`config.mk`:
```
export PLATFORM = sky130hd
export DESIGN_NAME = idli_fetch_m
export DESIGN_NICKNAME = d
export VERILOG_FILES = /design/src/rtl/idli_pkg.sv /design/src/rtl/idli_fetch_sqi_seq_m.sv /design/src/rtl/idli_fetch_m.sv
export SDC_FILE = /design/constraint.sdc
export NUM_CORES = 1
export LEC_CHECK = 0
export ABC_AREA = 1
export BUFFER_PORTS_ARGS = -buffer_cell sky130_fd_sc_hd__clkbuf_2
export CORE_AREA = 2 2 91 93
export DETAILED_ROUTE_END_ITERATION = 10
export DIE_AREA = 0 0 93 95
export PLACE_DENSITY = 0.69
export SLEW_MARGIN = 5
export SYNTH_ARGS = -nofsm -noshare
export SYNTH_HDL_FRONTEND = slang
export SYNTH_SLANG_ARGS = --single-unit
```
`constraint.sdc`:
```
create_clock -name i_fe_gck -period 3.4 [get_ports i_fe_gck]
set_clock_uncertainty 0.1 [all_clocks]
set_input_delay 0.34 -clock i_fe_gck [delete_from_list [all_inputs] [get_ports i_fe_gck]]
set_output_delay 0.34 -clock i_fe_gck [all_outputs]
set_load 0.005 [all_outputs]
```
`src/rtl/idli_pkg.sv`:
```
// Shared types and constants for the idli core pipeline.
// The fetch stage uses the state enum, the SQI setup lengths and the address-nibble helper.
package idli_pkg;

  typedef logic [1:0]  ctr_t;
  typedef logic [3:0]  slice_t;
  typedef logic [15:0] data_t;
  typedef logic [15:0] pc_t;

  typedef enum logic [2:0] {
    IDLE,
    CMD,
    ADDR,
    DUMMY,
    DATA
  } fe_state_t;

  localparam logic [7:0] SQI_CMD_DEFAULT       = 8'hEB;
  localparam int         DUMMY_NIBBLES_DEFAULT = 4;
  localparam int         SQI_CMD_NIBBLES       = 2;
  localparam int         SQI_ADDR_NIBBLES      = 6;
  localparam int         SQI_SETUP_NIBBLES     = SQI_CMD_NIBBLES + SQI_ADDR_NIBBLES
                                                 + DUMMY_NIBBLES_DEFAULT;

  // Word PC becomes a 24-bit byte address; idx 0 selects the most significant nibble.
  function automatic slice_t addr_nibble(input pc_t pc, input logic [2:0] idx);
    logic [23:0] byte_addr;
    byte_addr = {7'b0, pc, 1'b0};
    return slice_t'(byte_addr >> (5'd20 - {idx, 2'b00}));
  endfunction

endpackage

```
`src/rtl/idli_fetch_sqi_seq_m.sv`:
```
// SQI read sequencer: IDLE -> CMD -> ADDR -> DUMMY -> DATA, restarting on redirect.
// Drives chip select, output enable and the outgoing command/address nibbles.
module idli_fetch_sqi_seq_m
  import idli_pkg::*;
#(
  parameter logic [7:0] SQI_CMD       = SQI_CMD_DEFAULT,
  parameter int         DUMMY_NIBBLES = DUMMY_NIBBLES_DEFAULT
) (
  input  logic      i_fe_gck,
  input  logic      i_fe_rst,
  input  ctr_t      i_seq_ctr,
  input  logic      i_seq_restart,
  input  pc_t       i_seq_pc,
  output fe_state_t o_seq_state,
  output logic      o_seq_cs_n,
  output logic      o_seq_oe,
  output slice_t    o_seq_out
);

  localparam int SETUP_N = SQI_CMD_NIBBLES + SQI_ADDR_NIBBLES + DUMMY_NIBBLES;
  localparam int NIB_W   = $clog2(SETUP_N + 1);

  localparam logic [NIB_W-1:0] CMD_LAST   = NIB_W'(SQI_CMD_NIBBLES - 1);
  localparam logic [NIB_W-1:0] ADDR_LAST  = NIB_W'(SQI_CMD_NIBBLES + SQI_ADDR_NIBBLES - 1);
  localparam logic [NIB_W-1:0] SETUP_LAST = NIB_W'(SETUP_N - 1);
  localparam logic [NIB_W-1:0] ADDR_BASE  = NIB_W'(SQI_CMD_NIBBLES);
  localparam fe_state_t        AFTER_ADDR = (DUMMY_NIBBLES == 0) ? DATA : DUMMY;

  fe_state_t        state_q, state_d;
  logic [NIB_W-1:0] nib_q, nib_d;

  // NOTE: sequential state uses non-blocking assignments so every flop samples pre-edge values.
  always_ff @(posedge i_fe_gck) begin
    if (i_fe_rst) begin
      state_q <= IDLE;
      nib_q   <= '0;
    end else begin
      state_q <= state_d;
      nib_q   <= nib_d;
    end
  end

  // NOTE: defaults are assigned first so no branch can leave a latch behind.
  always_comb begin
    state_d = state_q;
    nib_d   = nib_q;
    if (i_seq_restart) begin
      state_d = IDLE;
      nib_d   = '0;
    end else begin
      case (state_q)
        IDLE: begin
          nib_d = '0;
          if (i_seq_ctr == 2'd3) state_d = CMD;
        end
        CMD: begin
          nib_d = nib_q + 1'b1;
          if (nib_q == CMD_LAST) state_d = ADDR;
        end
        ADDR: begin
          nib_d = nib_q + 1'b1;
          if (nib_q == ADDR_LAST) state_d = AFTER_ADDR;
        end
        DUMMY: begin
          nib_d = nib_q + 1'b1;
          if (nib_q == SETUP_LAST) state_d = DATA;
        end
        DATA:    state_d = DATA;
        default: state_d = IDLE;
      endcase
    end
  end

  always_comb begin
    o_seq_cs_n = 1'b0;
    o_seq_oe   = 1'b0;
    o_seq_out  = '0;
    case (state_q)
      IDLE: o_seq_cs_n = 1'b1;
      CMD: begin
        o_seq_oe  = 1'b1;
        o_seq_out = nib_q[0] ? SQI_CMD[3:0] : SQI_CMD[7:4];
      end
      ADDR: begin
        o_seq_oe  = 1'b1;
        o_seq_out = addr_nibble(i_seq_pc, 3'(nib_q - ADDR_BASE));
      end
      default: ;
    endcase
  end

  assign o_seq_state = state_q;

endmodule

```
`src/rtl/idli_fetch_m.sv`:
```
// Nibble-serial fetch stage: sync counter, PC, redirect capture and 16-bit word assembly.
// Optional IDLI_FETCH_STATS_EN adds saturating redirect and immediate-word counters.
module idli_fetch_m
  import idli_pkg::*;
#(
  parameter logic [7:0] SQI_CMD       = SQI_CMD_DEFAULT,
  parameter int         DUMMY_NIBBLES = DUMMY_NIBBLES_DEFAULT
) (
  input  logic        i_fe_gck,
  input  logic        i_fe_rst,
  output ctr_t        o_fe_ctr,
  output logic        o_fe_sqi_cs_n,
  output logic        o_fe_sqi_oe,
  output logic [3:0]  o_fe_sqi_out,
  input  logic [3:0]  i_fe_sqi_in,
  input  logic        i_fe_redir,
  input  slice_t      i_fe_redir_slice,
  input  logic        i_fe_imm_next,
  output data_t       o_fe_enc,
  output logic        o_fe_enc_vld,
  output pc_t         o_fe_pc
`ifdef IDLI_FETCH_STATS_EN
  ,
  output logic [15:0] o_fe_restarts,
  output logic [15:0] o_fe_imm_cnt
`endif
);

  ctr_t      ctr_q;
  pc_t       pc_q, pc_d;
  pc_t       tgt_q, tgt_d;
  data_t     enc_q, enc_d;
  fe_state_t state;
  logic      last, word_done, redir_take;

  assign last       = (ctr_q == 2'd3);
  assign word_done  = (state == DATA) && last;
  assign redir_take = i_fe_redir && last;

  idli_fetch_sqi_seq_m #(
    .SQI_CMD       (SQI_CMD),
    .DUMMY_NIBBLES (DUMMY_NIBBLES)
  ) u_seq (
    .i_fe_gck      (i_fe_gck),
    .i_fe_rst      (i_fe_rst),
    .i_seq_ctr     (ctr_q),
    .i_seq_restart (redir_take),
    .i_seq_pc      (pc_q),
    .o_seq_state   (state),
    .o_seq_cs_n    (o_fe_sqi_cs_n),
    .o_seq_oe      (o_fe_sqi_oe),
    .o_seq_out     (o_fe_sqi_out)
  );

  always_comb begin
    tgt_d = tgt_q;
    if (i_fe_redir) tgt_d[{ctr_q, 2'b00} +: 4] = i_fe_redir_slice;

    // tgt_d already holds slice 3, so the accepted target loads in the same edge.
    pc_d = pc_q;
    if (redir_take)     pc_d = tgt_d;
    else if (word_done) pc_d = pc_q + 16'd1;

    enc_d = enc_q;
    if (state == DATA) enc_d[{ctr_q, 2'b00} +: 4] = i_fe_sqi_in;
  end

  always_ff @(posedge i_fe_gck) begin
    if (i_fe_rst) begin
      ctr_q <= '0;
      pc_q  <= '0;
      tgt_q <= '0;
      enc_q <= '0;
    end else begin
      ctr_q <= ctr_q + 2'd1;
      pc_q  <= pc_d;
      tgt_q <= tgt_d;
      enc_q <= enc_d;
    end
  end

  // Top slice bypasses the flop so the whole word is usable at ctr==3.
  assign o_fe_enc     = word_done ? {i_fe_sqi_in, enc_q[11:0]} : enc_q;
  assign o_fe_enc_vld = word_done && !i_fe_imm_next && !i_fe_redir;
  assign o_fe_ctr     = ctr_q;
  assign o_fe_pc      = pc_q;

`ifdef IDLI_FETCH_STATS_EN
  logic [15:0] restarts_q, imm_cnt_q;

  always_ff @(posedge i_fe_gck) begin
    if (i_fe_rst) begin
      restarts_q <= '0;
      imm_cnt_q  <= '0;
    end else begin
      if (redir_take && (restarts_q != 16'hFFFF)) restarts_q <= restarts_q + 16'd1;
      if (word_done && i_fe_imm_next && !i_fe_redir && (imm_cnt_q != 16'hFFFF))
        imm_cnt_q <= imm_cnt_q + 16'd1;
    end
  end

  assign o_fe_restarts = restarts_q;
  assign o_fe_imm_cnt  = imm_cnt_q;
`endif

endmodule
```
==> metrics <==
Ports=53; Detail Route Antenna Nets=0; Skew-Pair Late Insertion Delay=320 ps; hold-critical path endpoint=enc_q[0]$_SDFFE_PP0P_; average vias per placed instance=5.02; Synth Area in Compound Gates=13.4%; combined area of the multi-input logic cells=0.00171 mm2; Max Freq=398 MHz; number of violations of the max-capacitance limit=0; Placeable Area=0.00793 mm2; number of hold violations in the final report=0; hold path startpoint=i_fe_sqi_in[0]; hold path depth=3; hold-fix buffer count after cts=0; Total Nets Final=543; die footprint=0.00884 mm2; total of endpoints with negative setup slack in the final report=0; Crit path largest cell delay=690 ps; Synth Area in Adders=3.59%; worst setup path class=reg -> out; total power=1440 uW; number of buffers and inverters on the critical path=2; number of antenna violations at the first check in global routing=0; residual DRC count=0; routability-driven placement congestion ratio=0.946; Starting DRT DRC Count=197; accumulated negative setup slack=0 ps; maximum number of pins on one net before global-route repair=38; Critical Path End Type=primary output; r2r worst-path depth=7; cells along the critical path=ha_1 -> nand3_4 -> nor2_4 -> inv_1 -> nor2_1 -> clkbuf_2; area of all placed cells without fillers=0.00350 mm2; Distinct cells, synth=32; Pwr per Cell Area=411 mW/mm2; Worst Tran Pin Value=793 ps; DRT Pass-1 Iters=4; number of global-route vias before repair=2,802; dominant cells by area after synthesis=sky130_fd_sc_hd__dfxtp_1 34%, sky130_fd_sc_hd__nand2_1 15%, sky130_fd_sc_hd__nor2_1 7.7%; TritonCTS clock tree=built; leakage power=0.00148 uW; clock root buffer=sky130_fd_sc_hd__clkbuf_8; xor and xnor area share after synthesis=0.838%; setup ws final=885 ps; die outline width=93 um; worst slack at placement=1090 ps; count of pins over their slew limit=0; gr usage total=19.1%; sum of overflow across all layers after global routing=0; data required time at the worst endpoint=2960 ps; area share of the leading cell type in the synthesized netlist=33.8%; total wirelength of the detailed-routed design=8070 um; slowest CP cell=sky130_fd_sc_hd__dfxtp_1; post-synth top area cell=sky130_fd_sc_hd__dfxtp_1; via count of the routed design=3,150; syn nets=507; class of the tightest hold or removal check=in -> reg; Max rail drop VDD=0.183 mV; end of the worst register-to-register path=o_fe_pc[4]$_SDFFE_PP0P_; Area Overhead vs Synth=11.6%; Clock Pin Slew Worst Setup and Hold Paths=110 ps; combinational family with the most area after synthesis=simple AND/OR/NAND/NOR gates; Worst Path Max Fanout=16; H-Tree Depth=2; average cell area after synthesis=6.45 um2; Filler Cells Inserted=864; CTS max path bufs=2; relative slew slack=47.1%; data arrival time at the worst-slack endpoint=2070 ps; HPWL reported at the end of detailed placement=6240 um; Starting Density=39.6%; RSZ-0062 raised after global routing=no; CP top delay family=flip-flops; mux cell area share after synthesis=0%; number of buffers added by the clock tree synthesis step=5; simple-gate share of the synthesized area=36.8%; Core Rows=33; die boundary height=95 um; number of instances resized during post-cts repair=0; number of input and output port buffers inserted=52; slack of the worst reg-to-reg path=1000 ps; placed inst area=0.00338 mm2; Routed wire per std cell=12.9 um; global-route wire length before repair=13,500 um; proportion of synthesized chip area in sequential cells=33.8%; netlist area before placement=0.00314 mm2; Cells after Synth=486; RR Startpoint=o_fe_ctr[0]$_SDFF_PP0_; final worst path period need=2510 ps; post-CTS repair timing setup buffer count=0; combined flip-flop and latch cell area=0.00106 mm2; fraction of final layout cells with drive strength greater than 1=17.4%; Final period util=74.0%; clk sink count=53; Synth Warn #=0; #FFs+latches synth=53; antenna cell count=0; result of the run=completed; crit path launch type=flip-flop
[synthesized netlist by cell type (all sizes together)]
master and number:
nand4 11, o31ai 3, o21a 5, and2 1
or2 1, clkinv 2, o21ai 27, dfxtp 53
nor4 1, ha 9, nand3 40, nor2 71
buf 21, xor2 3, a31oi 2, clkbuf 2
nor3 6, inv 55, o221ai 1, nand2 133
a21oi 39
[worst max-delay path by stage]
stage / startpoint / slack (ps) / depth (start not counted) / to
after floorplan: o_fe_ctr[0]$_SDFF_PP0_ / 1670 / 10 / o_fe_pc[8]$_SDFFE_PP0P_
after global placement: o_fe_ctr[0]$_SDFF_PP0_ / 1120 / 7 / o_fe_pc[4]$_SDFFE_PP0P_
after detailed placement: o_fe_ctr[0]$_SDFF_PP0_ / 1090 / 7 / o_fe_pc[4]$_SDFFE_PP0P_
after CTS: o_fe_ctr[0]$_SDFF_PP0_ / 870 / 6 / o_fe_enc_vld
after global routing: o_fe_ctr[0]$_SDFF_PP0_ / 650 / 6 / o_fe_enc_vld
final: o_fe_ctr[0]$_SDFF_PP0_ / 890 / 6 / o_fe_enc_vld
[cell usage in the layout (no fill, tap or decap), drive strengths merged]
master / count
clkinv: 3
nand2: 133
o21a: 5
and2: 1
o21ai: 27
nand4: 11
xor2: 3
nor4: 1
ha: 9
nor2: 71
a21oi: 39
or2: 1
bufinv: 1
a31oi: 2
inv: 56
nand3: 40
clkbuf: 57
o221ai: 1
nor3: 6
dfxtp: 53
o31ai: 3
[state kept, by name (all words and copies together) (netlist names)]
| register | count |
|---|---|
| o_fe_ctr | 2 |
| o_fe_pc | 16 |
| u_seq.o_seq_state | 3 |
| tgt_q | 12 |
| u_seq.nib_q | 4 |
| enc_q | 16 |
[layout make-up]
type	instances	share of cell area (%)
Tap cell	105	3.76
Clock inverter	3	1.43
Timing Repair Buffer	52	7.44
Clock buffer	5	1.97
Sequential cell	53	30.3
Multi-Input combinational cell	353	48.9
Inverter	57	6.19
[tightest hold or removal path, delay by kind of cell]
kind | cells | cell delay, ps
buf+inv | 1 | 130
simple gates | 1 | 80
compound gates | 1 | 50
[cell families (layout without fill, tap and decap cells)]
kind of cell	count (synthesis)	in the layout
AND/OR/NAND/NOR	264	264
buffers and inverters	80	117
AO/OA/AOI/OAI	77	77
flip-flops	53	53
adder cells (fa/ha/maj)	9	9
XOR/XNOR	3	3
[where the power goes]
part	internal [uW]	total [uW]	switching (uW)
Sequential	641	680	39.1
Combinational	98.7	303	204
Clock	226	456	230
[metal layers]
| metal | track usage (%) | wire [um] | up-vias | part of all wire, % |
|---|---|---|---|---|
| met5 | 0 | 0 | - | 0 |
| met4 | 4.90 | 105 | 0 | 1.3 |
| met3 | 3.19 | 449 | 10 | 5.6 |
| met2 | 31.0 | 3640 | 89 | 45 |
| met1 | 26.4 | 3880 | 1426 | 48 |
| li1 | - | - | 1625 | - |
[through the flow]
stage | hold slack (ps) | utilization (%) | std cells
after global routing | 216 | 44.1 | 628
after CTS | 212 | 44.1 | 628
after detailed placement | 360 | 42.6 | 620
after global placement | 354 | 42.6 | 620
final | 215 | 44.1 | 628
after floorplan | 321 | - | 486
Power figures use the tool's default switching activity.
